`src/rtl/capture_dump_controller.sv`:
```
// capture_dump_controller
//   Dumps a logic-analyzer capture buffer over a byte-wide UART. A rising
//   edge on la_done starts the dump. Each buffer word is read and sent MSB
//   byte first with a tx_en/tx_active handshake. After the last word, or on
//   abort or on la_done dropping, the analyzer is re-armed with a one-cycle
//   la_reset pulse.
//   Optional feature: define CDC_HEADER_EN to prefix the dump with the header
//   bytes 0x55, 0xAA, ADDR_BITS, WORD_BYTES.
// Ports:
//   clk, reset     clock, asynchronous active-high reset
//   la_done        analyzer capture-complete level
//   la_reset       one-cycle re-arm pulse to the analyzer
//   la_read_addr   capture buffer read address
//   la_read_data   capture word, valid one cycle after la_read_addr changes
//   tx_data/tx_en  byte and one-cycle strobe to the UART
//   tx_active      UART busy flag
//   abort          host request to cancel the dump
//   busy           high whenever the controller is not idle
module capture_dump_controller #(
  parameter int ADDR_BITS  = 9,
  parameter int WORD_BYTES = 16
) (
  input  logic                    clk,
  input  logic                    reset,
  input  logic                    la_done,
  output logic                    la_reset,
  output logic [ADDR_BITS-1:0]    la_read_addr,
  input  logic [WORD_BYTES*8-1:0] la_read_data,
  output logic [7:0]              tx_data,
  output logic                    tx_en,
  input  logic                    tx_active,
  input  logic                    abort,
  output logic                    busy
);

  localparam int W     = WORD_BYTES * 8;
  localparam int IDX_W = $clog2(WORD_BYTES) + 2;
  localparam logic [IDX_W-1:0]     LAST_BYTE = IDX_W'(WORD_BYTES - 1);
  localparam logic [ADDR_BITS-1:0] LAST_ADDR = '1;

  localparam logic [2:0] IDLE  = 3'd0;
  localparam logic [2:0] LOAD  = 3'd2;
  localparam logic [2:0] SEND  = 3'd3;
  localparam logic [2:0] WAIT  = 3'd4;
  localparam logic [2:0] REARM = 3'd5;
`ifdef CDC_HEADER_EN
  localparam logic [2:0] HDR   = 3'd1;
  localparam logic [IDX_W-1:0] LAST_HDR = IDX_W'(3);

  logic hdr_phase;

  function automatic logic [7:0] hdr_byte(input logic [IDX_W-1:0] idx);
    case (idx)
      IDX_W'(0): hdr_byte = 8'h55;
      IDX_W'(1): hdr_byte = 8'hAA;
      IDX_W'(2): hdr_byte = 8'(ADDR_BITS);
      default:   hdr_byte = 8'(WORD_BYTES);
    endcase
  endfunction
`endif

  logic [2:0]       state;
  logic [IDX_W-1:0] index;
  logic [W-1:0]     word;       // remaining bytes of the current word, next byte at the top
  logic             load_wait;  // second LOAD cycle: read data is valid
  logic             wait_first; // first WAIT cycle: tx_active not yet meaningful
  logic             la_done_q;
  logic             primed;     // la_done_q holds a real post-reset sample
  logic             start;
  logic             cancel;

  // primed blocks a la_done that was already high across reset release from
  // looking like a fresh rising edge on the first cycle.
  assign start  = la_done & ~la_done_q & primed;
  assign cancel = abort | ~la_done;

  always_comb busy = (state != IDLE);

  always_ff @(posedge clk or posedge reset) begin
    if (reset) begin
      state        <= IDLE;
      index        <= '0;
      word         <= '0;
      load_wait    <= 1'b0;
      wait_first   <= 1'b0;
      la_done_q    <= 1'b0;
      primed       <= 1'b0;
      tx_en        <= 1'b0;
      tx_data      <= '0;
      la_reset     <= 1'b0;
      la_read_addr <= '0;
`ifdef CDC_HEADER_EN
      hdr_phase    <= 1'b0;
`endif
    end else begin
      la_done_q <= la_done;
      primed    <= 1'b1;
      tx_en     <= 1'b0;
      la_reset  <= 1'b0;
      case (state)
        IDLE: begin
          if (start) begin
            la_read_addr <= '0;
            index        <= '0;
            load_wait    <= 1'b0;
`ifdef CDC_HEADER_EN
            hdr_phase    <= 1'b1;
            state        <= HDR;
`else
            state        <= LOAD;
`endif
          end
        end
        REARM: state <= IDLE;
        default: begin
          if (cancel) begin
            state        <= REARM;
            la_reset     <= 1'b1;
            la_read_addr <= '0;
            index        <= '0;
            load_wait    <= 1'b0;
`ifdef CDC_HEADER_EN
            hdr_phase    <= 1'b0;
`endif
          end else begin
            case (state)
`ifdef CDC_HEADER_EN
              HDR: begin
                tx_data <= hdr_byte(index);
                tx_en   <= 1'b1;
                state   <= SEND;
              end
`endif
              LOAD: begin
                if (!load_wait) begin
                  load_wait <= 1'b1;
                end else begin
                  // First byte comes straight off the bus; the rest are shifted out of word.
                  load_wait <= 1'b0;
                  word      <= la_read_data << 8;
                  tx_data   <= la_read_data[W-1 -: 8];
                  tx_en     <= 1'b1;
                  state     <= SEND;
                end
              end
              SEND: begin
                wait_first <= 1'b1;
                state      <= WAIT;
              end
              WAIT: begin
                if (wait_first) begin
                  wait_first <= 1'b0;
                end else if (!tx_active) begin
`ifdef CDC_HEADER_EN
                  if (hdr_phase) begin
                    if (index != LAST_HDR) begin
                      index <= index + 1'b1;
                      state <= HDR;
                    end else begin
                      index     <= '0;
                      hdr_phase <= 1'b0;
                      state     <= LOAD;
                    end
                  end else
`endif
                  if (index != LAST_BYTE) begin
                    index   <= index + 1'b1;
                    tx_data <= word[W-1 -: 8];
                    word    <= word << 8;
                    tx_en   <= 1'b1;
                    state   <= SEND;
                  end else begin
                    index <= '0;
                    if (la_read_addr != LAST_ADDR) begin
                      la_read_addr <= la_read_addr + 1'b1;
                      state        <= LOAD;
                    end else begin
                      la_read_addr <= '0;
                      la_reset     <= 1'b1;
                      state        <= REARM;
                    end
                  end
                end
              end
              default: state <= IDLE;
            endcase
          end
        end
      endcase
    end
  end

endmodule
```
`config.mk`:
```
export PLATFORM = sky130hd
export DESIGN_NAME = capture_dump_controller
export DESIGN_NICKNAME = d
export VERILOG_FILES = /design/src/rtl/capture_dump_controller.sv
export SDC_FILE = /design/constraint.sdc
export NUM_CORES = 1
export LEC_CHECK = 0
export BUFFER_PORTS_ARGS = -buffer_cell sky130_fd_sc_hd__buf_2
export CAP_MARGIN = 20
export CORE_UTILIZATION = 35
export CTS_BUF_LIST = sky130_fd_sc_hd__clkbuf_2 sky130_fd_sc_hd__clkbuf_4 sky130_fd_sc_hd__clkbuf_8
export CTS_CLUSTER_SIZE = 30
export DETAILED_ROUTE_END_ITERATION = 8
export PLACE_DENSITY = 0.52
export SLEW_MARGIN = 0
export SYNTH_ARGS = -nofsm -noshare
export SYNTH_HDL_FRONTEND = slang
export SYNTH_SLANG_ARGS = --single-unit
```
`constraint.sdc`:
```
create_clock -name clk -period 4.9 [get_ports clk]
set_input_delay 0.245 -clock clk [delete_from_list [all_inputs] [get_ports clk]]
set_output_delay 0.245 -clock clk [all_outputs]
set_load 0.005 [all_outputs]
```
==> results.sh, run 1 <==
export IMPL_status="complete, no violations"
export IMPL_antenna_left=0
export IMPL_finalMaxSlewViolations=0
export IMPL_wl_met1_um=8060
export IMPL_wl_met3_um=885
export IMPL_syn_inst=697
export IMPL_grt_ovfl_total=0
export IMPL_grt_first_pass_wirelength_um=26900
export IMPL_drt_iter0_drc=321
export IMPL_start_util=0.356
export IMPL_hold_viol_final=0
export IMPL_num_fill_cells=2039
export IMPL_maxCapViolations=0
export IMPL_synth_top_cell_by_area="dfrtp_1"
export IMPL_p_per_area_mw_per_mm2=520
export IMPL_coreArea_mm2=0.0202
export IMPL_nets=974
export IMPL_reg2reg_from="state[1]$_DFFE_PP0P_"
export IMPL_rows=52
export IMPL_crit_start="state[1]$_DFFE_PP0P_"
export IMPL_startpoint_type="flip-flop"
export IMPL_cp_arrival_ns=2.76
export IMPL_route_met2_wl_um=7210
export IMPL_yosysWarnings=0
export IMPL_clock_path_buffers=2
export IMPL_yosys_top_cells_area="dfrtp_1, mux2i_1, o21ai_1"
export IMPL_finalCritPeriodShare=0.500
export IMPL_hpwl_um=11100
export IMPL_highest_layer="met5"
export IMPL_seq_area_frac_synth=0.529
export IMPL_required_ns=5.21
export IMPL_post_cts_setup_buffers=0
export IMPL_grt_usage=0.162
export IMPL_crit_type="flip-flop to flip-flop"
export IMPL_path_clk_slew_ns=0.09
export IMPL_drt_pass1_iter_count=4
export IMPL_ctsResizeCount=0
export IMPL_syn_cell_area_mm2=0.00718
export IMPL_holdWs_ns=0.0634
export IMPL_r2r_cells=5
export IMPL_cp_max_fo=53
export IMPL_slew_headroom=0.440
export IMPL_irDropWorstVdd_uv=217
export IMPL_tritoncts="done"
export IMPL_rsz0062_at_grt="no"
export IMPL_htree_levels=4
export IMPL_routed_via_density=4.66
export IMPL_gp_congestion=0.766
export IMPL_port_buffers=152
export IMPL_die_height_um=145
export IMPL_power_uw=4470
export IMPL_avgSynthCellArea_um2=10.3
export IMPL_grt_max_degree=178
export IMPL_yosys_register_bits=152
export IMPL_cts_root_buf="clkbuf_8"
export IMPL_r2r_setup_slack_ns=2.45
export IMPL_final_setup_tns_ns=0
export IMPL_antenna_found_initial=2
export IMPL_fin_skew_ns=0.0147
export IMPL_post_route_util=0.426
export IMPL_drc=0
export IMPL_fmax_ghz=0.408
export IMPL_area_delta_synth_final_pct=19.7
export IMPL_die_area_mm2=0.0211
export IMPL_wl_per_cell_um=14.6
export IMPL_end_kind="flip-flop"
export IMPL_netlist_area_leader_share=0.529
export IMPL_num_vias=5214
export IMPL_die_x_um=145
export IMPL_wl_um=16300
export IMPL_synth_cell_type_count=42
export IMPL_drive_gt1_frac=0.230
export IMPL_cts_sinks=152
export IMPL_period_needed_ns=2.45
export IMPL_hp_start="la_read_data[49]"
export IMPL_synth_nets=834
export IMPL_hold_path_class="input pin to flip-flop"
export IMPL_setup_viol=0
export IMPL_pin_count=153
export IMPL_worst_pin_slew_ns=0.840
export IMPL_clkLatencyLatePin_ns=0.45
export IMPL_numCtsBuffers=17
export IMPL_total_leakage_power_uw=0.00469
export IMPL_grt_pass1_vias=5187
export IMPL_worstHoldPathCells=3
repair_timing:
action | CTS | global route
setup endpoints to repair | 0 | 0
hold endpoints to repair | 61 | 0
hold buffers | 10 | 0
path summary, 6_finish.rpt:
kind	endpoint
worst max-delay path	word[122]$_DFFE_PP0P_
worst min-delay path	word[57]$_DFFE_PP0P_
worst max register to register	word[122]$_DFFE_PP0P_
worst min register to register	word[69]$_DFFE_PP0P_
max in group asynchronous	tx_en$_DFF_PP0_
min in group asynchronous	word[14]$_DFFE_PP0P_
cells in the final DEF (no fill, tap or decap), drive strengths merged, types with 2 or more instances in the layout:
cell / Yosys / final
clkbuf: 15 / 21
o31ai: 6 / 6
o21ai: 146 / 146
o211ai: 2 / 2
nand3b: 3 / 3
nor3: 4 / 4
nand2b: 3 / 3
nor2: 11 / 11
nand2: 137 / 137
nand3: 10 / 10
nor2b: 3 / 3
bufinv: 0 / 3
a31oi: 5 / 5
and3: 3 / 3
dlygate4sd3: 0 / 10
inv: 7 / 8
clkinv: 0 / 4
or3: 2 / 2
buf: 32 / 158
a22o: 8 / 8
mux2i: 120 / 120
clkinvlp: 0 / 2
and2: 5 / 5
a21oi: 4 / 4
dfrtp: 152 / 152
ha: 4 / 4
o32ai: 2 / 2
flip-flops by register name, summed over array words and instances, names as in the netlist:
register and count:
la_reset 1, tx_en 1, la_done_q 1, index 6, state 3, primed 1
load_wait 1, tx_data 8, word 120, wait_first 1, la_read_addr 9
worst max-delay path, cell delays in order (launching register included):
cell     delay, ns
dfrtp_1       0.52
inv_1         0.22
nand3_4       0.63
buf_12        0.50
mux2i_1       0.29
o21ai_0       0.11
metal layers:
layer	vias to the layer above	GRT usage
met1	2376	0.225
li1	2711	-
met4	2	0.0458
met5	-	0
met2	110	0.241
met3	15	0.0509
cells in the mapped netlist (all sizes together):
master / count
o31ai: 6
nand4: 1
o22ai: 1
o41ai: 1
xor2: 1
a211o: 1
nor3: 4
nand2b: 3
nand3b: 3
ha: 4
a21o: 1
and2: 5
nor2: 11
o21ai: 146
clkbuf: 15
and4: 1
dfrtp: 152
and3: 3
maj3: 1
buf: 32
a31oi: 5
nor2b: 3
mux2i: 120
or2: 1
o211a: 1
o211ai: 2
o32ai: 2
nor3b: 1
a22o: 8
nand2: 137
inv: 7
or4b: 1
nand3: 10
a21oi: 4
conb: 1
or3: 2
area by class of cell:
type                    instances  area, µm²  area share
diodes                          1       2.50    0.000291
repair buffers                168        931       0.108
multi-input cells             491       3070       0.357
well taps                     270        338      0.0393
clock inverters                10        145      0.0169
inverters                       7       31.3     0.00364
flip-flops and latches        152       3800       0.442
clock buffers                  21        277      0.0322
where the power goes:
| group | internal (µW) | total (µW) | switching [µW] |
|---|---|---|---|
| clock | 543 | 1030 | 486 |
| sequential | 1780 | 2080 | 303 |
| combinational | 641 | 1360 | 721 |
cells by family after synthesis:
group	synth area share
XOR/XNOR	0.00122
AND/OR/NAND/NOR	0.111
buffers and inverters	0.0458
flip-flops	0.529
other	0.000522
AO/OA/AOI/OAI	0.136
multiplexers	0.167
adder cells (fa/ha/maj)	0.00836
through the flow:
stage | setup WS, ns | instances | cell area [µm²]
3_3_place_gp | 2.46 | 1078 | 8080
6_report | 2.45 | 1120 | 8600
2_1_floorplan | 0.562 | 697 | 7180
4_1_cts | 2.43 | 1119 | 8600
5_1_grt | 2.29 | 1119 | 8600
3_5_place_dp | 2.43 | 1078 | 8080
No activity file was read; power rests on OpenSTA's default activity.
==> run 2: changes to the inputs <==
- PLACE_DENSITY: 0.52 -> 0.54
- clock period: 4.9 -> 2.2 ns (I/O delays scaled with it)
==> results.sh, run 2 (synthesis results as in run 1) <==
export IMPL_port_buffers=152
export IMPL_regMostFlops="word"
export IMPL_start_util=0.356
export IMPL_fin_skew_ns=0.0110
export IMPL_fmax_ghz=0.486
export IMPL_cts_root_buf="clkbuf_8"
export IMPL_cp_max_fo=35
export IMPL_drc=0
export IMPL_period_needed_ns=2.06
export IMPL_hpwl_um=11500
export IMPL_r2r_cells=7
export IMPL_die_height_um=145
export IMPL_end_kind="flip-flop"
export IMPL_num_vias=5890
export IMPL_numCtsBuffers=17
export IMPL_clkLatencyLatePin_ns=0.45
export IMPL_antenna_found_initial=0
export IMPL_cp_arrival_ns=2.38
export IMPL_irDropWorstVdd_uv=534
export IMPL_die_x_um=145
export IMPL_fin_cells=1258
export IMPL_maxCapViolations=0
export IMPL_cp_cell_sequence="or4b_1 -> a31oi_1 -> o21ai_4 -> buf_12 -> buf_4 -> nand2_1 -> o21ai_1"
export IMPL_grt_usage=0.182
export IMPL_clock_path_buffers=2
export IMPL_path_depth=7
export IMPL_worst_path_max_delay_cell="dfrtp_1"
export IMPL_holdWs_ns=0.0911
export IMPL_tritoncts="done"
export IMPL_internal_power_uw=6610
export IMPL_setup_viol=0
export IMPL_status="complete, no violations"
export IMPL_seq_power_share=0.456
export IMPL_drt_pass1_iter_count=6
export IMPL_largest_reg_flops=120
export IMPL_num_fill_cells=1880
export IMPL_required_ns=2.53
export IMPL_path_buf_inv=2
export IMPL_finalMaxSlewViolations=0
export IMPL_grt_pass1_vias=6128
export IMPL_crit_family="simple AND/OR/NAND/NOR gates"
export IMPL_drive_gt1_frac=0.219
export IMPL_drt_iter0_drc=396
export IMPL_layout_common_cells="dfrtp_1, buf_2, nand2_1, dlygate4sd3_1, mux2i_1"
export IMPL_combinationalPowerShare=0.335
export IMPL_worstHoldPathCells=4
export IMPL_nets=1112
export IMPL_wl_um=18100
export IMPL_net_switching_power_uw=3570
export IMPL_total_leakage_power_uw=0.00530
export IMPL_cpPeakStageDelay_ns=0.49
export IMPL_hold_viol_final=0
export IMPL_place_inst=1095
export IMPL_startpoint_type="flip-flop"
export IMPL_netSwitchingFraction=0.351
export IMPL_rows=52
export IMPL_finalCritPeriodShare=0.935
export IMPL_clockPowerShare=0.209
export IMPL_grt_max_degree=77
export IMPL_htree_levels=4
export IMPL_antenna_left=0
export IMPL_register_area_mm2=0.00380
export IMPL_area_delta_synth_final_pct=39.2
export IMPL_cts_sinks=152
export IMPL_crit_type="flip-flop to flip-flop"
export IMPL_top_regs="word: 120 flops, la_read_addr: 9 flops, tx_data: 8 flops"
export IMPL_rsz0062_at_grt="no"
export IMPL_die_area_mm2=0.0211
export IMPL_hold_path_class="input pin to flip-flop"
export IMPL_routed_via_density=4.68
export IMPL_grt_first_pass_wirelength_um=30700
export IMPL_final_setup_tns_ns=0
export IMPL_gp_congestion=0.806
export IMPL_p_per_area_mw_per_mm2=1020
export IMPL_diodes=0
export IMPL_grt_ovfl_total=0
export IMPL_wl_per_cell_um=14.4
export IMPL_coreArea_mm2=0.0202
export IMPL_multi_input_area_mm2=0.00308
export IMPL_pin_count=153
export IMPL_path_clk_slew_ns=0.09
## run 2: stage by stage
step,util,power (µW),area [µm²],setup slack (ns)
2_1_floorplan,-,6950,7190,0.173
3_5_place_dp,0.410,7950,8280,0.0454
4_1_cts,0.495,10300,9980,0.0550
6_report,0.496,10200,10000,0.143
5_1_grt,0.496,11000,10000,0.00946
3_3_place_gp,0.410,7880,8280,0.0786
## run 2: metal layers
| layer | track usage | wire length (µm) | share of wire | vias up |
|---|---|---|---|---|
| met1 | 0.232 | 8310 | 0.46 | 2719 |
| met5 | 0 | 0 | 0 | - |
| met4 | 0.0647 | 307 | 0.017 | 0 |
| met2 | 0.302 | 8700 | 0.48 | 153 |
| met3 | 0.0425 | 829 | 0.046 | 23 |
| li1 | - | - | - | 2995 |
## run 2: power by group through the flow
stage	Combinational [µW]	Sequential (µW)	Clock [µW]
finish	3410	4640	2130
global route	3870	4810	2340
CTS	3440	4650	2220
detailed placement	3250	4700	0
global placement	3190	4680	0
floorplan	2470	4480	0
## run 2: timing repair
action,4_1_cts,5_1_grt
hold buffers,130,0
setup endpoints to repair,0,36
endpoints found under the hold margin,281,0
setup buffers,0,1
gates resized for setup,0,3
## run 2: area by class of cell
class	count	share of cell area
well taps	270	0.0338
clock buffers	19	0.0262
inverters	7	0.00300
clock inverters	13	0.0136
multi-input cells	491	0.308
flip-flops and latches	152	0.380
repair buffers	306	0.235
## run 2: final timing paths
kind,endpoint,startpoint,slack (ns)
max,word[71]$_DFFE_PP0P_,state[2]$_DFFE_PP0P_,0.14
min,load_wait$_DFFE_PP0P_,abort,0.09
max reg2reg,word[71]$_DFFE_PP0P_,state[2]$_DFFE_PP0P_,0.14
min reg2reg,tx_data[6]$_DFFE_PP0P_,tx_data[6]$_DFFE_PP0P_,0.49
max in group asynchronous,index[4]$_DFFE_PP0P_,reset,1.44
min in group asynchronous,word[57]$_DFFE_PP0P_,reset,0.39
## run 2: worst min-delay path: cells and delay by family
| kind | cells | cell delay, ns |
|---|---|---|
| AO/OA/AOI/OAI | 1 | 0.08 |
| buffers and inverters | 1 | 0.08 |
| AND/OR/NAND/NOR | 2 | 0.22 |
